===== src/rtl/knight_uart_pkg.sv =====
// -----------------------------------------------------------------------------
// knight_uart_pkg
// Shared types and constants for the Knight-side RemoteComm UART link.
//   asm_state_t         : two-byte command assembly state (HIGH byte / LOW byte)
//   POS_ACK             : positive acknowledge response byte
//   BAUD_CYCLES_DEFAULT : clocks per UART bit, 19200 baud at 50 MHz
// -----------------------------------------------------------------------------
package knight_uart_pkg;

    typedef enum logic {
        HIGH = 1'b0,
        LOW  = 1'b1
    } asm_state_t;

    localparam logic [7:0] POS_ACK             = 8'hA5;
    localparam int         BAUD_CYCLES_DEFAULT = 2604;

endpackage


===== src/rtl/uart_trcv.sv =====
// -----------------------------------------------------------------------------
// uart_trcv
// Full-duplex 8N1 UART transceiver. RX and TX are completely independent.
// Ports:
//   clk, rst_n   : system clock, asynchronous active-low reset
//   RX           : serial input, idle high (synchronised internally)
//   TX           : serial output, idle high
//   rx_data      : last received byte
//   rx_rdy       : level, a received byte is waiting; cleared by clr_rx_rdy
//   clr_rx_rdy   : pulse, consumer has taken rx_data
//   trmt         : pulse, start sending tx_data (ignored while busy)
//   tx_data      : byte to send, sampled on the accepted trmt cycle
//   tx_done      : level, set at end of stop bit, cleared on next accepted trmt
// -----------------------------------------------------------------------------
module uart_trcv
    import knight_uart_pkg::*;
#(
    parameter int BAUD_CYCLES = BAUD_CYCLES_DEFAULT
) (
    input  logic       clk,
    input  logic       rst_n,
    input  logic       RX,
    output logic       TX,
    output logic [7:0] rx_data,
    output logic       rx_rdy,
    input  logic       clr_rx_rdy,
    input  logic       trmt,
    input  logic [7:0] tx_data,
    output logic       tx_done
);

    localparam int               CNT_W     = $clog2(BAUD_CYCLES);
    localparam logic [CNT_W-1:0] BAUD_LAST = CNT_W'(BAUD_CYCLES - 1);
    localparam logic [CNT_W-1:0] BAUD_HALF = CNT_W'(BAUD_CYCLES / 2);
    localparam logic [CNT_W-1:0] CNT_ONE   = CNT_W'(1);

    // ---------------------------------------------------------------- RX ----
    logic             r_rx_meta;
    logic             r_rx_sync;
    logic             r_rx_prev;
    logic             r_rx_busy;
    logic [CNT_W-1:0] r_rx_cnt;
    logic [3:0]       r_rx_bits;
    logic [7:0]       r_rx_shift;
    logic             r_rx_rdy;
    logic             w_rx_fall;
    logic             w_rx_tick;

    // Synchroniser flops preset to the idle level so reset release never
    // looks like a start bit.
    // NOTE: clocked state is written with <= so every flop samples the
    // pre-edge values of the others; = here would collapse the chain.
    always_ff @(posedge clk or negedge rst_n) begin
        if (!rst_n) begin
            r_rx_meta <= 1'b1;
            r_rx_sync <= 1'b1;
            r_rx_prev <= 1'b1;
        end else begin
            r_rx_meta <= RX;
            r_rx_sync <= r_rx_meta;
            r_rx_prev <= r_rx_sync;
        end
    end

    assign w_rx_fall = r_rx_prev & ~r_rx_sync;
    assign w_rx_tick = r_rx_busy && (r_rx_cnt == '0);

    // First sample lands half a bit after the start edge, the rest one full
    // bit apart: sample 0 is the start bit, 1..8 data (LSB first), 9 stop.
    always_ff @(posedge clk or negedge rst_n) begin
        if (!rst_n) begin
            r_rx_busy  <= 1'b0;
            r_rx_cnt   <= '0;
            r_rx_bits  <= '0;
            r_rx_shift <= '0;
        end else if (!r_rx_busy) begin
            if (w_rx_fall) begin
                r_rx_busy <= 1'b1;
                r_rx_cnt  <= BAUD_HALF;
                r_rx_bits <= '0;
            end
        end else if (w_rx_tick) begin
            if ((r_rx_bits != 4'd0) && (r_rx_bits != 4'd9)) begin
                r_rx_shift <= {r_rx_sync, r_rx_shift[7:1]};
            end
            r_rx_cnt  <= BAUD_LAST;
            r_rx_bits <= r_rx_bits + 4'd1;
            if (r_rx_bits == 4'd9) begin
                r_rx_busy <= 1'b0;
            end
        end else begin
            r_rx_cnt <= r_rx_cnt - CNT_ONE;
        end
    end

    // Registered on the stop-bit sample edge; completion beats a clear.
    always_ff @(posedge clk or negedge rst_n) begin
        if (!rst_n) begin
            r_rx_rdy <= 1'b0;
        end else if (w_rx_tick && (r_rx_bits == 4'd9)) begin
            r_rx_rdy <= 1'b1;
        end else if (clr_rx_rdy || (w_rx_fall && !r_rx_busy)) begin
            r_rx_rdy <= 1'b0;
        end
    end

    assign rx_data = r_rx_shift;
    assign rx_rdy  = r_rx_rdy;

    // ---------------------------------------------------------------- TX ----
    logic [9:0]       r_tx_shift;
    logic [CNT_W-1:0] r_tx_cnt;
    logic [3:0]       r_tx_bits;
    logic             r_tx_busy;
    logic             r_tx_done;

    // The frame register idles at all ones, so TX is a glitch-free flop
    // output that drops on the edge that accepts trmt.
    always_ff @(posedge clk or negedge rst_n) begin
        if (!rst_n) begin
            r_tx_shift <= '1;
            r_tx_cnt   <= '0;
            r_tx_bits  <= '0;
            r_tx_busy  <= 1'b0;
            r_tx_done  <= 1'b0;
        end else if (!r_tx_busy) begin
            if (trmt) begin
                r_tx_shift <= {1'b1, tx_data, 1'b0};
                r_tx_cnt   <= BAUD_LAST;
                r_tx_bits  <= '0;
                r_tx_busy  <= 1'b1;
                r_tx_done  <= 1'b0;
            end
        end else if (r_tx_cnt == '0) begin
            r_tx_shift <= {1'b1, r_tx_shift[9:1]};
            r_tx_cnt   <= BAUD_LAST;
            r_tx_bits  <= r_tx_bits + 4'd1;
            if (r_tx_bits == 4'd9) begin
                r_tx_busy <= 1'b0;
                r_tx_done <= 1'b1;
            end
        end else begin
            r_tx_cnt <= r_tx_cnt - CNT_ONE;
        end
    end

    assign TX      = r_tx_shift[0];
    assign tx_done = r_tx_done;

endmodule


===== src/rtl/cmd_uart_wrapper.sv =====
// -----------------------------------------------------------------------------
// cmd_uart_wrapper
// Knight-side end of the RemoteComm link. Assembles two received bytes
// (high first) into a 16-bit command and serialises response bytes back.
// Ports:
//   clk, rst_n  : system clock, asynchronous active-low reset
//   RX, TX      : serial in / out, both idle high
//   cmd         : assembled {high_byte, low_byte}, held until next command
//   cmd_rdy     : level, cmd holds a complete command
//   clr_cmd_rdy : pulse, clears cmd_rdy
//   trmt, resp  : pulse + byte to transmit (resp sampled on accepted trmt)
//   tx_done     : level, last response fully sent
// -----------------------------------------------------------------------------
module cmd_uart_wrapper
    import knight_uart_pkg::*;
#(
    parameter int          BAUD_CYCLES    = BAUD_CYCLES_DEFAULT,
    parameter logic [21:0] TIMEOUT_CYCLES = 22'd2_600_000
) (
    input  logic        clk,
    input  logic        rst_n,
    input  logic        RX,
    output logic        TX,
    output logic [15:0] cmd,
    output logic        cmd_rdy,
    input  logic        clr_cmd_rdy,
    input  logic        trmt,
    input  logic [7:0]  resp,
    output logic        tx_done
);

    logic [7:0]  w_rx_data;
    logic        w_rx_rdy;
    logic        w_clr_rx_rdy;

    asm_state_t  r_state;
    asm_state_t  w_state_nxt;
    logic        w_hi_accept;
    logic        w_lo_accept;
    logic        w_tmo_expire;
    logic        w_timeout;

    logic [7:0]  r_high_byte;
    logic [21:0] r_tmo_cnt;
    logic [15:0] r_cmd;
    logic        r_cmd_rdy;

    uart_trcv #(
        .BAUD_CYCLES(BAUD_CYCLES)
    ) u_trcv (
        .clk        (clk),
        .rst_n      (rst_n),
        .RX         (RX),
        .TX         (TX),
        .rx_data    (w_rx_data),
        .rx_rdy     (w_rx_rdy),
        .clr_rx_rdy (w_clr_rx_rdy),
        .trmt       (trmt),
        .tx_data    (resp),
        .tx_done    (tx_done)
    );

    assign w_timeout = (r_tmo_cnt == TIMEOUT_CYCLES);

    always_ff @(posedge clk or negedge rst_n) begin
        if (!rst_n) begin
            r_state <= HIGH;
        end else begin
            r_state <= w_state_nxt;
        end
    end

    // A byte arriving on the timeout cycle is still taken as the low byte.
    always_comb begin
        // NOTE: defaults first, so no path through the case leaves a signal
        // unassigned and infers a latch.
        w_state_nxt  = r_state;
        w_clr_rx_rdy = 1'b0;
        w_hi_accept  = 1'b0;
        w_lo_accept  = 1'b0;
        w_tmo_expire = 1'b0;
        case (r_state)
            HIGH: begin
                if (w_rx_rdy) begin
                    w_hi_accept  = 1'b1;
                    w_clr_rx_rdy = 1'b1;
                    w_state_nxt  = LOW;
                end
            end
            LOW: begin
                if (w_rx_rdy) begin
                    w_lo_accept  = 1'b1;
                    w_clr_rx_rdy = 1'b1;
                    w_state_nxt  = HIGH;
                end else if (w_timeout) begin
                    w_tmo_expire = 1'b1;
                    w_state_nxt  = HIGH;
                end
            end
        endcase
    end

    always_ff @(posedge clk or negedge rst_n) begin
        if (!rst_n) begin
            r_high_byte <= '0;
            r_tmo_cnt   <= '0;
        end else if (w_hi_accept) begin
            r_high_byte <= w_rx_data;
            r_tmo_cnt   <= '0;
        end else if (w_tmo_expire) begin
            r_high_byte <= '0;
            r_tmo_cnt   <= '0;
        end else if (r_state == LOW) begin
            r_tmo_cnt <= r_tmo_cnt + 22'd1;
        end
    end

    // cmd only ever moves to a complete command; a completion beats a
    // simultaneous clear of cmd_rdy.
    always_ff @(posedge clk or negedge rst_n) begin
        if (!rst_n) begin
            r_cmd     <= '0;
            r_cmd_rdy <= 1'b0;
        end else begin
            if (w_lo_accept) begin
                r_cmd <= {r_high_byte, w_rx_data};
            end
            if (w_lo_accept) begin
                r_cmd_rdy <= 1'b1;
            end else if (clr_cmd_rdy || w_hi_accept) begin
                r_cmd_rdy <= 1'b0;
            end
        end
    end

    assign cmd     = r_cmd;
    assign cmd_rdy = r_cmd_rdy;

endmodule


===== config.mk =====
export PLATFORM = sky130hd
export DESIGN_NAME = cmd_uart_wrapper
export DESIGN_NICKNAME = d
export VERILOG_FILES = /design/src/rtl/knight_uart_pkg.sv /design/src/rtl/uart_trcv.sv /design/src/rtl/cmd_uart_wrapper.sv
export SDC_FILE = /design/constraint.sdc
export NUM_CORES = 1
export LEC_CHECK = 0
export BUFFER_PORTS_ARGS = -buffer_cell sky130_fd_sc_hd__buf_2
export CORE_ASPECT_RATIO = 0.5
export CORE_UTILIZATION = 60
export DETAILED_ROUTE_END_ITERATION = 7
export PLACE_DENSITY = 0.79
export SYNTH_ARGS = -nofsm -noshare
export SYNTH_HDL_FRONTEND = slang
export SYNTH_SLANG_ARGS = --single-unit

===== constraint.sdc =====
create_clock -name clk -period 3.33 [get_ports clk]
set_clock_uncertainty 0.1 [all_clocks]
set_input_delay 0.333 -clock clk [delete_from_list [all_inputs] [get_ports clk]]
set_output_delay 0.333 -clock clk [all_outputs]
set_load 0.1 [all_outputs]

==> impl_metrics.json <==
{
  "ioPinCount": 32,
  "diodes": 0,
  "p_switching_uw": 882,
  "relSlewSlack_pct": 38.8,
  "cp_data_required_time_ps": 3450,
  "firstDrtPassIters": 7,
  "area_delta_synth_final_pct": 11.3,
  "fin_cells": 648,
  "drtIter0Drc": 392,
  "fmaxAchievable_mhz": 391,
  "initial_core_util_pct": 62.9,
  "cp_max_fo": 21,
  "multiInputGateArea_mm2": 0.00234,
  "power_uw": 3080,
  "die_x_um": 132,
  "maxCapViolCount": 0,
  "met3_usage_pct": 5.18,
  "clock_sinks": 104,
  "vias": 3894,
  "avgSynthCellArea_um2": 10.1,
  "fin_crit_ps": 2560,
  "gr-usage-all-layers_pct": 24.4,
  "pwr-share-seq_pct": 52.3,
  "cts_tree": "done",
  "grt.busiest_layer": "met2",
  "worst-setup-path-type": "flop to flop",
  "finalCritPeriodShare_pct": 76.8,
  "switching_share_pct": 28.6,
  "tns_ps": 0,
  "leakage_uw": 0.00259,
  "rows": 23,
  "seqCellArea_mm2": 0.00262,
  "viasPerCell": 6.01,
  "clock_power_share_pct": 33.2,
  "grt_pass1_vias": 3613,
  "pwr-share-comb_pct": 14.5,
  "n_fill_cell": 626,
  "drive_gt1_share_pct": 18.8,
  "hold_buffers": 2,
  "place_area_mm2": 0.00537,
  "crit_slowest_cell": "or4b_2",
  "die_h_um": 67.2,
  "synth_edf_count": 0,
  "startpoint_type": "flop",
  "ys.flop_type": "dfrtp_1",
  "path_cells": "or4b_2, o41a_1, nor2_4, nor2_1",
  "numPortBuffers": 31,
  "cts_buffer_depth": 2,
  "syn_nets": 527,
  "max_stage_delay_ps": 730,
  "ys_seq_elements": 104,
  "grt_use_met1_pct": 33.8,
  "final_nets": 555,
  "grt_max_degree": 55,
  "post_cts_resized": 0,
  "dieArea_mm2": 0.00890,
  "worstPathArrival_ps": 2680,
  "gp_congestion": 0.832,
  "synth_cells": 503,
  "remaining_drc_errors": 0,
  "postCtsSetupBuffers": 0,
  "use_met2_pct": 39.3,
  "wirelength_um": 9940,
  "wire_per_inst_um": 15.3,
  "cts-root-buf": "clkbuf_16",
  "tightestPinTransition_ps": 918,
  "synth_seq_area_share_pct": 51.3,
  "hold_class": "input port to flop",
  "hold_viol_final": 0,
  "place_hpwl_um": 6430,
  "final_area_mm2": 0.00568,
  "status": "finished, final reports clean",
  "overflow": 0,
  "crit_path_end_kind": "flop",
  "core_area_mm2": 0.00812,
  "worstSkewPairLatency_ps": 340,
  "antenna_found_initial": 0,
  "power-per-cell-area_mw_per_mm2": 543,
  "grt_pass1_wl_um": 17100,
  "clkTransAtPathRegs_ps": 70,
  "synth_area_mm2": 0.00510,
  "ant_nets": 0,
  "ir_drop_uv": 295,
  "ys_types": 55,
  "intPower_uw": 2200,
  "rsz0062_at_grt": "false",
  "setup_viol": 0,
  "async_flop_share_pct": 100,
  "yosys_warnings": 0,
  "dp.cells": 630,
  "report.final.slew_viol_count": 0,
  "numCtsBuffers": 9,
  "cts_max_level": 3,
  "utilization_pct": 70.0
}
kinds of logic after synthesis:
group | after synthesis | synth area share, %
XOR/XNOR | 15 | 2.57
multiplexers | 36 | 7.65
buffers and inverters | 37 | 2.84
AO/OA/AOI/OAI | 112 | 13.7
flip-flops | 104 | 51.3
adder cells (fa/ha/maj) | 11 | 2.70
AND/OR/NAND/NOR | 188 | 19.2
Yosys cell counts (all sizes together) (9+ instances only):
| master | n | area share (%) |
|---|---|---|
| a21oi | 25 | 2.5 |
| a31oi | 14 | 1.7 |
| clkbuf | 17 | 1.3 |
| dfrtp | 92 | 45 |
| dfstp | 12 | 6.2 |
| ha | 11 | 2.7 |
| inv | 16 | 1.2 |
| mux2 | 24 | 5.3 |
| mux2i | 12 | 2.4 |
| nand2 | 57 | 4.3 |
| nand3 | 21 | 2.1 |
| nand4 | 9 | 1.1 |
| nor2 | 38 | 3.3 |
| nor2b | 9 | 1.1 |
| nor3 | 12 | 1.2 |
| nor4 | 12 | 1.8 |
| o21ai | 38 | 3.7 |
| xor2 | 9 | 1.5 |
path summary, 6_finish.rpt:
| check | from | endpoint | slack [ps] | depth (start not counted) |
|---|---|---|---|---|
| setup / recovery | r_tmo_cnt[14] | r_tmo_cnt[12] | 770 | 4 |
| hold / removal | clr_cmd_rdy | cmd_rdy | 120 | 4 |
| setup reg to reg | r_tmo_cnt[14] | r_tmo_cnt[12] | 770 | 4 |
| hold reg to reg | u_trcv.r_rx_meta | u_trcv.r_rx_sync | 270 | 0 |
| max in group asynchronous | rst_n | u_trcv.r_tx_shift[7] | 1880 | 3 |
| min in group asynchronous | rst_n | r_tmo_cnt[16] | 480 | 2 |
per-stage QoR:
step	hold WS [ps]	setup slack, ps
floorplan	-62.6	1030
global placement	261	880
detailed placement	260	831
CTS	114	805
global route	138	573
finish	118	771
layout make-up:
type,count,area share [%]
clock buffer,12,4.69
clock inverter,4,0.485
inverter,16,1.06
multi-input combinational,362,41.2
sequential,104,46.1
tap,112,2.47
timing repair buffer,38,4.01
layout by cell type (no fill, tap or decap), types with 3 or more instances in the layout:
master / n
dfrtp_1: 92
nand2_1: 56
o21ai_0: 38
nor2_1: 36
buf_2: 30
a21oi_1: 25
mux2_2: 24
nand3_1: 21
inv_1: 16
a31oi_1: 14
nor3_1: 12
mux2i_1: 12
dfstp_2: 12
nor4_1: 11
ha_1: 11
nor2b_1: 9
nand4_1: 9
xor2_1: 9
clkbuf_16: 9
a211oi_1: 7
xnor2_1: 6
nand2b_1: 5
a21o_1: 5
or3_1: 5
buf_4: 5
or2_2: 4
a22o_1: 4
and4_1: 4
a41oi_1: 3
o41ai_1: 3
clkbuf_8: 3
registers in the layout (all words and copies together) (netlist names):
signal	cells
r_tmo_cnt	22
cmd	16
u_trcv.r_rx_cnt	12
u_trcv.r_tx_cnt	12
u_trcv.r_tx_shift	9
r_high_byte	8
u_trcv.rx_data	8
u_trcv.r_rx_bits	4
u_trcv.r_tx_bits	4
cmd_rdy	1
r_state	1
u_trcv.r_rx_busy	1
u_trcv.r_rx_meta	1
u_trcv.r_rx_prev	1
u_trcv.r_rx_sync	1
u_trcv.r_tx_busy	1
u_trcv.rx_rdy	1
u_trcv.tx_done	1
routing by layer:
layer  share of wire, %  up-vias
met5                  0        -
met4                1.1        0
met1                 49     1924
met3                3.6       12
li1                   -     1883
met2                 46       75
power by group through the flow:
stage               sequential, uW  combinational, uW  clock [uW]
global route                  1640                519        1090
CTS                           1610                450        1040
floorplan                     1600                341           0
detailed placement            1620                445           0
finish                        1610                448        1020
global placement              1620                428           0
critical path: cells and delay by family, from the launching register on:
family	cells	cell delay, ps
and+or+nand+nor	3	1190
AOI/OAI and AO/OA	1	730
DFF	1	420
Power figures use the tool's default switching activity.
